**src/rtl/activation_sender.sv**
```systemverilog
// Initiator of the BAR activation handshake: streams preamble words plus the activation code,
// then waits for bar_enabled, retrying on timeout. All outputs are registered; start-to-valid latency is one cycle.
module activation_sender #(
    parameter logic [31:0] ACTIVATE_CODE = 32'hA5A5_FF00,
    parameter logic [31:0] PREAMBLE_WORD = 32'h0000_0000,
    parameter int unsigned PREAMBLE_LEN  = 2,
    parameter int unsigned ACK_TIMEOUT   = 64,
    parameter int unsigned MAX_ATTEMPTS  = 3
) (
    input  logic        clk,
    input  logic        rst,
    input  logic        start,
    output logic [31:0] dma_data,
    output logic        dma_valid,
    input  logic        dma_ready,
    input  logic        bar_enabled,
    output logic        busy,
    output logic        done,
    output logic        fail,
    output logic [3:0]  attempts
);

    localparam int unsigned TW = (ACK_TIMEOUT > 2) ? $clog2(ACK_TIMEOUT) : 1;
    localparam logic [TW-1:0] TMR_LAST = TW'(ACK_TIMEOUT - 1);
    localparam logic [3:0] PRE_LAST = 4'((PREAMBLE_LEN > 0) ? PREAMBLE_LEN - 1 : 0);
    localparam logic [3:0] MAX_ATT  = 4'(MAX_ATTEMPTS);
    localparam bit HAS_PRE = (PREAMBLE_LEN > 0);

    typedef enum logic [2:0] {
        S_IDLE, S_PREAMBLE, S_CODE, S_WAIT_ACK, S_DONE, S_FAIL
    } state_t;

    state_t        state_q, state_d;
    logic [3:0]    pre_cnt_q, pre_cnt_d;
    logic [TW-1:0] timer_q, timer_d;
    logic [3:0]    attempts_q, attempts_d;
    logic [31:0]   dma_data_q, dma_data_d;
    logic          dma_valid_q, dma_valid_d;
    logic          busy_q, busy_d;
    logic          done_q, done_d;
    logic          fail_q, fail_d;
    logic          accept;

    assign accept = dma_valid_q & dma_ready;

    always_comb begin
        state_d    = state_q;
        pre_cnt_d  = pre_cnt_q;
        timer_d    = timer_q;
        attempts_d = attempts_q;

        case (state_q)
            S_IDLE, S_DONE, S_FAIL: begin
                if (start) begin
                    attempts_d = 4'd0;
                    pre_cnt_d  = 4'd0;
                    timer_d    = '0;
                    if (bar_enabled) state_d = S_DONE;
                    else             state_d = HAS_PRE ? S_PREAMBLE : S_CODE;
                end
            end
            S_PREAMBLE: begin
                if (accept) begin
                    if (pre_cnt_q == PRE_LAST) begin
                        pre_cnt_d = 4'd0;
                        state_d   = S_CODE;
                    end else begin
                        pre_cnt_d = pre_cnt_q + 4'd1;
                    end
                end
            end
            S_CODE: begin
                if (accept) begin
                    if (attempts_q < MAX_ATT) attempts_d = attempts_q + 4'd1;
                    timer_d = '0;
                    state_d = S_WAIT_ACK;
                end
            end
            S_WAIT_ACK: begin
                // The acknowledge wins even on the cycle the timer expires.
                if (bar_enabled) begin
                    state_d = S_DONE;
                end else if (timer_q == TMR_LAST) begin
                    if (attempts_q < MAX_ATT) begin
                        pre_cnt_d = 4'd0;
                        state_d   = HAS_PRE ? S_PREAMBLE : S_CODE;
                    end else begin
                        state_d = S_FAIL;
                    end
                end else begin
                    timer_d = timer_q + 1'b1;
                end
            end
            default: state_d = S_IDLE;
        endcase

        // Outputs are decoded from the next state so the registers line up with state_q.
        dma_valid_d = (state_d == S_PREAMBLE) || (state_d == S_CODE);
        dma_data_d  = (state_d == S_PREAMBLE) ? PREAMBLE_WORD :
                      (state_d == S_CODE)     ? ACTIVATE_CODE : 32'd0;
        busy_d      = dma_valid_d || (state_d == S_WAIT_ACK);
        done_d      = (state_d == S_DONE);
        fail_d      = (state_d == S_FAIL);
    end

    always_ff @(posedge clk or posedge rst) begin
        if (rst) begin
            state_q     <= S_IDLE;
            pre_cnt_q   <= 4'd0;
            timer_q     <= '0;
            attempts_q  <= 4'd0;
            dma_data_q  <= 32'd0;
            dma_valid_q <= 1'b0;
            busy_q      <= 1'b0;
            done_q      <= 1'b0;
            fail_q      <= 1'b0;
        end else begin
            state_q     <= state_d;
            pre_cnt_q   <= pre_cnt_d;
            timer_q     <= timer_d;
            attempts_q  <= attempts_d;
            dma_data_q  <= dma_data_d;
            dma_valid_q <= dma_valid_d;
            busy_q      <= busy_d;
            done_q      <= done_d;
            fail_q      <= fail_d;
        end
    end

    assign dma_data  = dma_data_q;
    assign dma_valid = dma_valid_q;
    assign busy      = busy_q;
    assign done      = done_q;
    assign fail      = fail_q;
    assign attempts  = attempts_q;

endmodule

```
**config.mk**
```make
export PLATFORM = sky130hd
export DESIGN_NAME = activation_sender
export DESIGN_NICKNAME = d
export VERILOG_FILES = /design/src/rtl/activation_sender.sv
export SDC_FILE = /design/constraint.sdc
export NUM_CORES = 1
export LEC_CHECK = 0
export BUFFER_PORTS_ARGS = -buffer_cell sky130_fd_sc_hd__buf_2
export CAP_MARGIN = 20
export CORE_MARGIN = 2
export CORE_UTILIZATION = 51
export DETAILED_ROUTE_END_ITERATION = 12
export GPL_TIMING_DRIVEN = 0
export HOLD_SLACK_MARGIN = 0.08
export PLACE_DENSITY = 0.79
export SLEW_MARGIN = 10
export SYNTH_ARGS = -nofsm -noshare
export SYNTH_HDL_FRONTEND = slang
export SYNTH_SLANG_ARGS = --single-unit
```
**constraint.sdc**
```tcl
create_clock -name clk -period 2.46 [get_ports clk]
set_clock_uncertainty 0.05 [all_clocks]
set_input_delay 0.369 -clock clk [delete_from_list [all_inputs] [get_ports clk]]
set_output_delay 0.369 -clock clk [all_outputs]
set_load 0.02 [all_outputs]
```
==> metrics.md <==
| Metric | Value |
|---|---|
| CTS tree | yes |
| Syn avg cell area | approximately 9.6 sq um |
| Final min period | between 2 and 2.5 ns |
| Crit-path cells | inv_1 -> ha_1 -> nor3b_1 -> or4b_4 -> a31oi_4 -> and2_4 -> nor3_2 |
| Syn-to-layout area delta | 18.0% |
| EDFF count, synth | 0 |
| CP required | 2.61 ns |
| Max Clk Rate | 486 MHz |
| Post-synthesis simple-gate area fraction | about a fifth |
| Status | completed |
| Initial antenna violation count | 0 |
| DRC violations left | 0 |
| CP peak stage delay | approximately 0.52 ns |
| Vias per cell | slightly above 5 |
| Reg clk slew, reported paths | ~0.12 ns |
| Reg-to-Reg Start | pre_cnt_q[1]$_DFFE_PP0P_ |
| Rows | 19 |
| TritonRoute pass-1 iters | 4 |
| All-layer global routing usage | a little under a fifth |
| Worst setup path class | reg -> reg |
| Cell variety after synth | around 50 |
| CP max-delay cell | or4b_4 |
| Largest family of logic cells by synthesized area | simple AND/OR/NAND/NOR gates |
| Num ports | 45 |
| Reg2reg setup slack | ~0.40 ns |
| Area of the mapped netlist | between 1500 and 2000 sq um |
| Vias | ~1.2k |
| Top cell family by delay on the critical path | simple AND/OR/NAND/NOR gates |
| Predominant post-synthesis flop cell | dfrtp_1 |
| CTS resizes | 0 |
| Hold buffers post-CTS | 0 |
| Pwr dens | slightly above 900 nW/um^2 |
| Placed Cells | around 230 |
| Proportion of layout cells with a drive suffix above 1 | about two fifths |
| Asr flop ratio synth | 100% |
| Clk buf depth | 2 |
| Cell taking the most area after synthesis | dfrtp_1 |
| Compound-gate portion of the synthesized area | 17.0% |
| GP Congestion | 0.856 |
| TritonCTS sink count | 22 |
| CP Data Arrival Time | ~2.2 ns |
| First-pass GRT wire length | between 4000 and 5000 um |
| Dpl hpwl | around 2300 um |
| Seq cells post-synth | 22 |
| Largest vdd supply drop | 0.799 mV |
| Max-slew violation count | 0 |
| RSZ-0062 raised after global routing | no |
| Post-route clock period utilization | a little over four fifths |
| Crit Reg-Reg Endpoint | dma_valid$_DFF_PP0_ |
| YS warnings | 0 |
| Routed Wire Length | 2890 um |
| H-tree levels | 1 |
| Path type of the worst min-delay path | in -> async |
| Post-Synth XOR/XNOR Area | 0% |
| CTS Buf Count | 3 |
| Final number of hold-violating endpoints | 0 |
| Post-synth top area share | around 37% |
| Worst Path Max Fanout | 4 |
| Element type at the critical path start | register |
| Initial Util | 54.1% |
| CTS Root Cell | clkbuf_4 |
| Post-route insts no fill | about 240 |
| Syn Inst Count | around 160 |
| Leakage Power | 0.958 nW |
| CP Capture Type | register |
| Slew headroom | approximately 47% |
| DRT iter0 DRCs | 34 |
| Die width | roughly 58 um |
| Die Span Y | 58.3 um |
| GRT overflow | 0 |
| DR WL/cell | 12.3 um |
| Post-CTS Setup Bufs | 0 |
| Final Setup Violations | 0 |
| Setup_tns | 0 ns |
| Core Box Area | ~2800 sq um |
| Mux contribution to synthesized area | between 2 and 3% |
| Fin nets | around 210 |
| Synth area leaders | dfrtp_1 37%, buf_4 15%, o21ai_0 3.7% |
| DIE AREA | ~3400 sq um |
| Sequential element share of the synthesized area | 36.6% |
| Total of max-cap violations | 0 |
| Slew @ Worst Pin | 0.797 ns |
| Buffers on Ports | 28 |
| Adder and majority gate portion of the synthesized area | between 3 and 4% |
| Vias in the first global route | ~1.1k |
| Maximum number of pins on one net before global-route repair | 23 |
| ANT cells | 0 |
| Buf/Inv on CP | 1 |
| Worst skew pair latency | just over 0.3 ns |
| Final ANT Viol Nets | 0 |
| Worst r2r path cells | 7 |
## worst reg2reg max path, delay by kind of cell (launching register included)
kind                       cells  cell delay [ns]
and+or+nand+nor                4             1.01
DFF                            1             0.43
AOI/OAI and AO/OA              1             0.23
adders and majority gates      1             0.14
buffers and inverters          1             0.09
## layer usage
metal  GRT usage [%]  vias up  wire (um)
li1                -      595          -
met1            22.7      555       1190
met2            32.4       47       1420
met3            1.98        5        223
met4            7.31        0         50
met5               0        -          0
## power breakdown
group | internal [mW] | leakage, nW | total, mW | switching, mW
clock network | 0.0905 | 0.0210 | 0.203 | 0.112
logic | 0.394 | 0.644 | 0.885 | 0.491
registers | 0.445 | 0.292 | 0.520 | 0.0747
## cell usage in the layout, fill, tap and decap left out, types with 2 or more instances in the layout
master,n
a21boi_0,2
a21oi_1,2
a31oi_1,2
and3_1,3
buf_2,29
buf_4,31
buf_6,3
clkbuf_4,3
conb_1,16
dfrtp_1,22
ha_1,4
inv_1,6
mux2i_1,3
nand2_1,12
nand2b_1,3
nand3_1,5
nor2_1,10
nor3_1,2
o21ai_0,11
o21ai_1,2
o2bb2ai_1,2
o31ai_1,2
## flip-flops by register name (all words and copies together) (netlist names)
name and flops:
attempts 4, busy 1, dma_data 1, dma_valid 1, done 1, fail 1, pre_cnt_q 4, state_q 3
timer_q 6
## worst max path at each step
stage | startpoint | end | slack, ns | cells after the start
2_1_floorplan | pre_cnt_q[1]$_DFFE_PP0P_ | dma_valid$_DFF_PP0_ | 0.62 | 7
3_3_place_gp | pre_cnt_q[1]$_DFFE_PP0P_ | dma_valid$_DFF_PP0_ | 0.49 | 7
3_5_place_dp | pre_cnt_q[1]$_DFFE_PP0P_ | dma_valid$_DFF_PP0_ | 0.43 | 7
4_1_cts | pre_cnt_q[1]$_DFFE_PP0P_ | dma_valid$_DFF_PP0_ | 0.40 | 7
5_1_grt | pre_cnt_q[1]$_DFFE_PP0P_ | dma_valid$_DFF_PP0_ | 0.27 | 7
6_report | pre_cnt_q[1]$_DFFE_PP0P_ | dma_valid$_DFF_PP0_ | 0.40 | 7
## cell type report
cell class,instances,area (sq um)
well taps,31,38.8
fillers,239,1000
clock buffers,4,36.3
plain buffers,35,272
repair buffers,28,140
multi-input cells,108,713
inverters,7,26.3
flip-flops and latches,22,551
## cells by family after synthesis
logic type	Yosys count
other	1
buffers and inverters	42
AO/OA/AOI/OAI	32
flip-flops	22
adder cells (fa/ha/maj)	4
AND/OR/NAND/NOR	52
multiplexers	4
## cells in the mapped netlist, drive strengths merged, types with 2 or more instances
library cell / n
o32ai: 2
nand2: 12
o21ai: 13
and3: 3
buf: 35
o31ai: 2
mux2i: 3
nor2: 10
and2b: 3
a21oi: 2
dfrtp: 22
a21boi: 2
and2: 2
nand2b: 3
inv: 7
o2bb2ai: 2
ha: 4
nor3: 3
nand3: 5
a31oi: 3
or3: 2
## per-stage QoR
step	area, sq um	utilization [%]	setup slack [ns]	total power [mW]	hold slack, ns
6_report	1780	63.9	0.403	1.61	0.131
5_1_grt	1780	63.9	0.271	1.72	0.222
4_1_cts	1780	63.9	0.405	1.62	0.168
3_5_place_dp	1740	62.6	0.435	1.41	0.458
3_3_place_gp	1740	62.6	0.485	1.38	0.433
2_1_floorplan	1560	-	0.624	1.22	0.308
No activity file was read; power rests on OpenSTA's default activity.
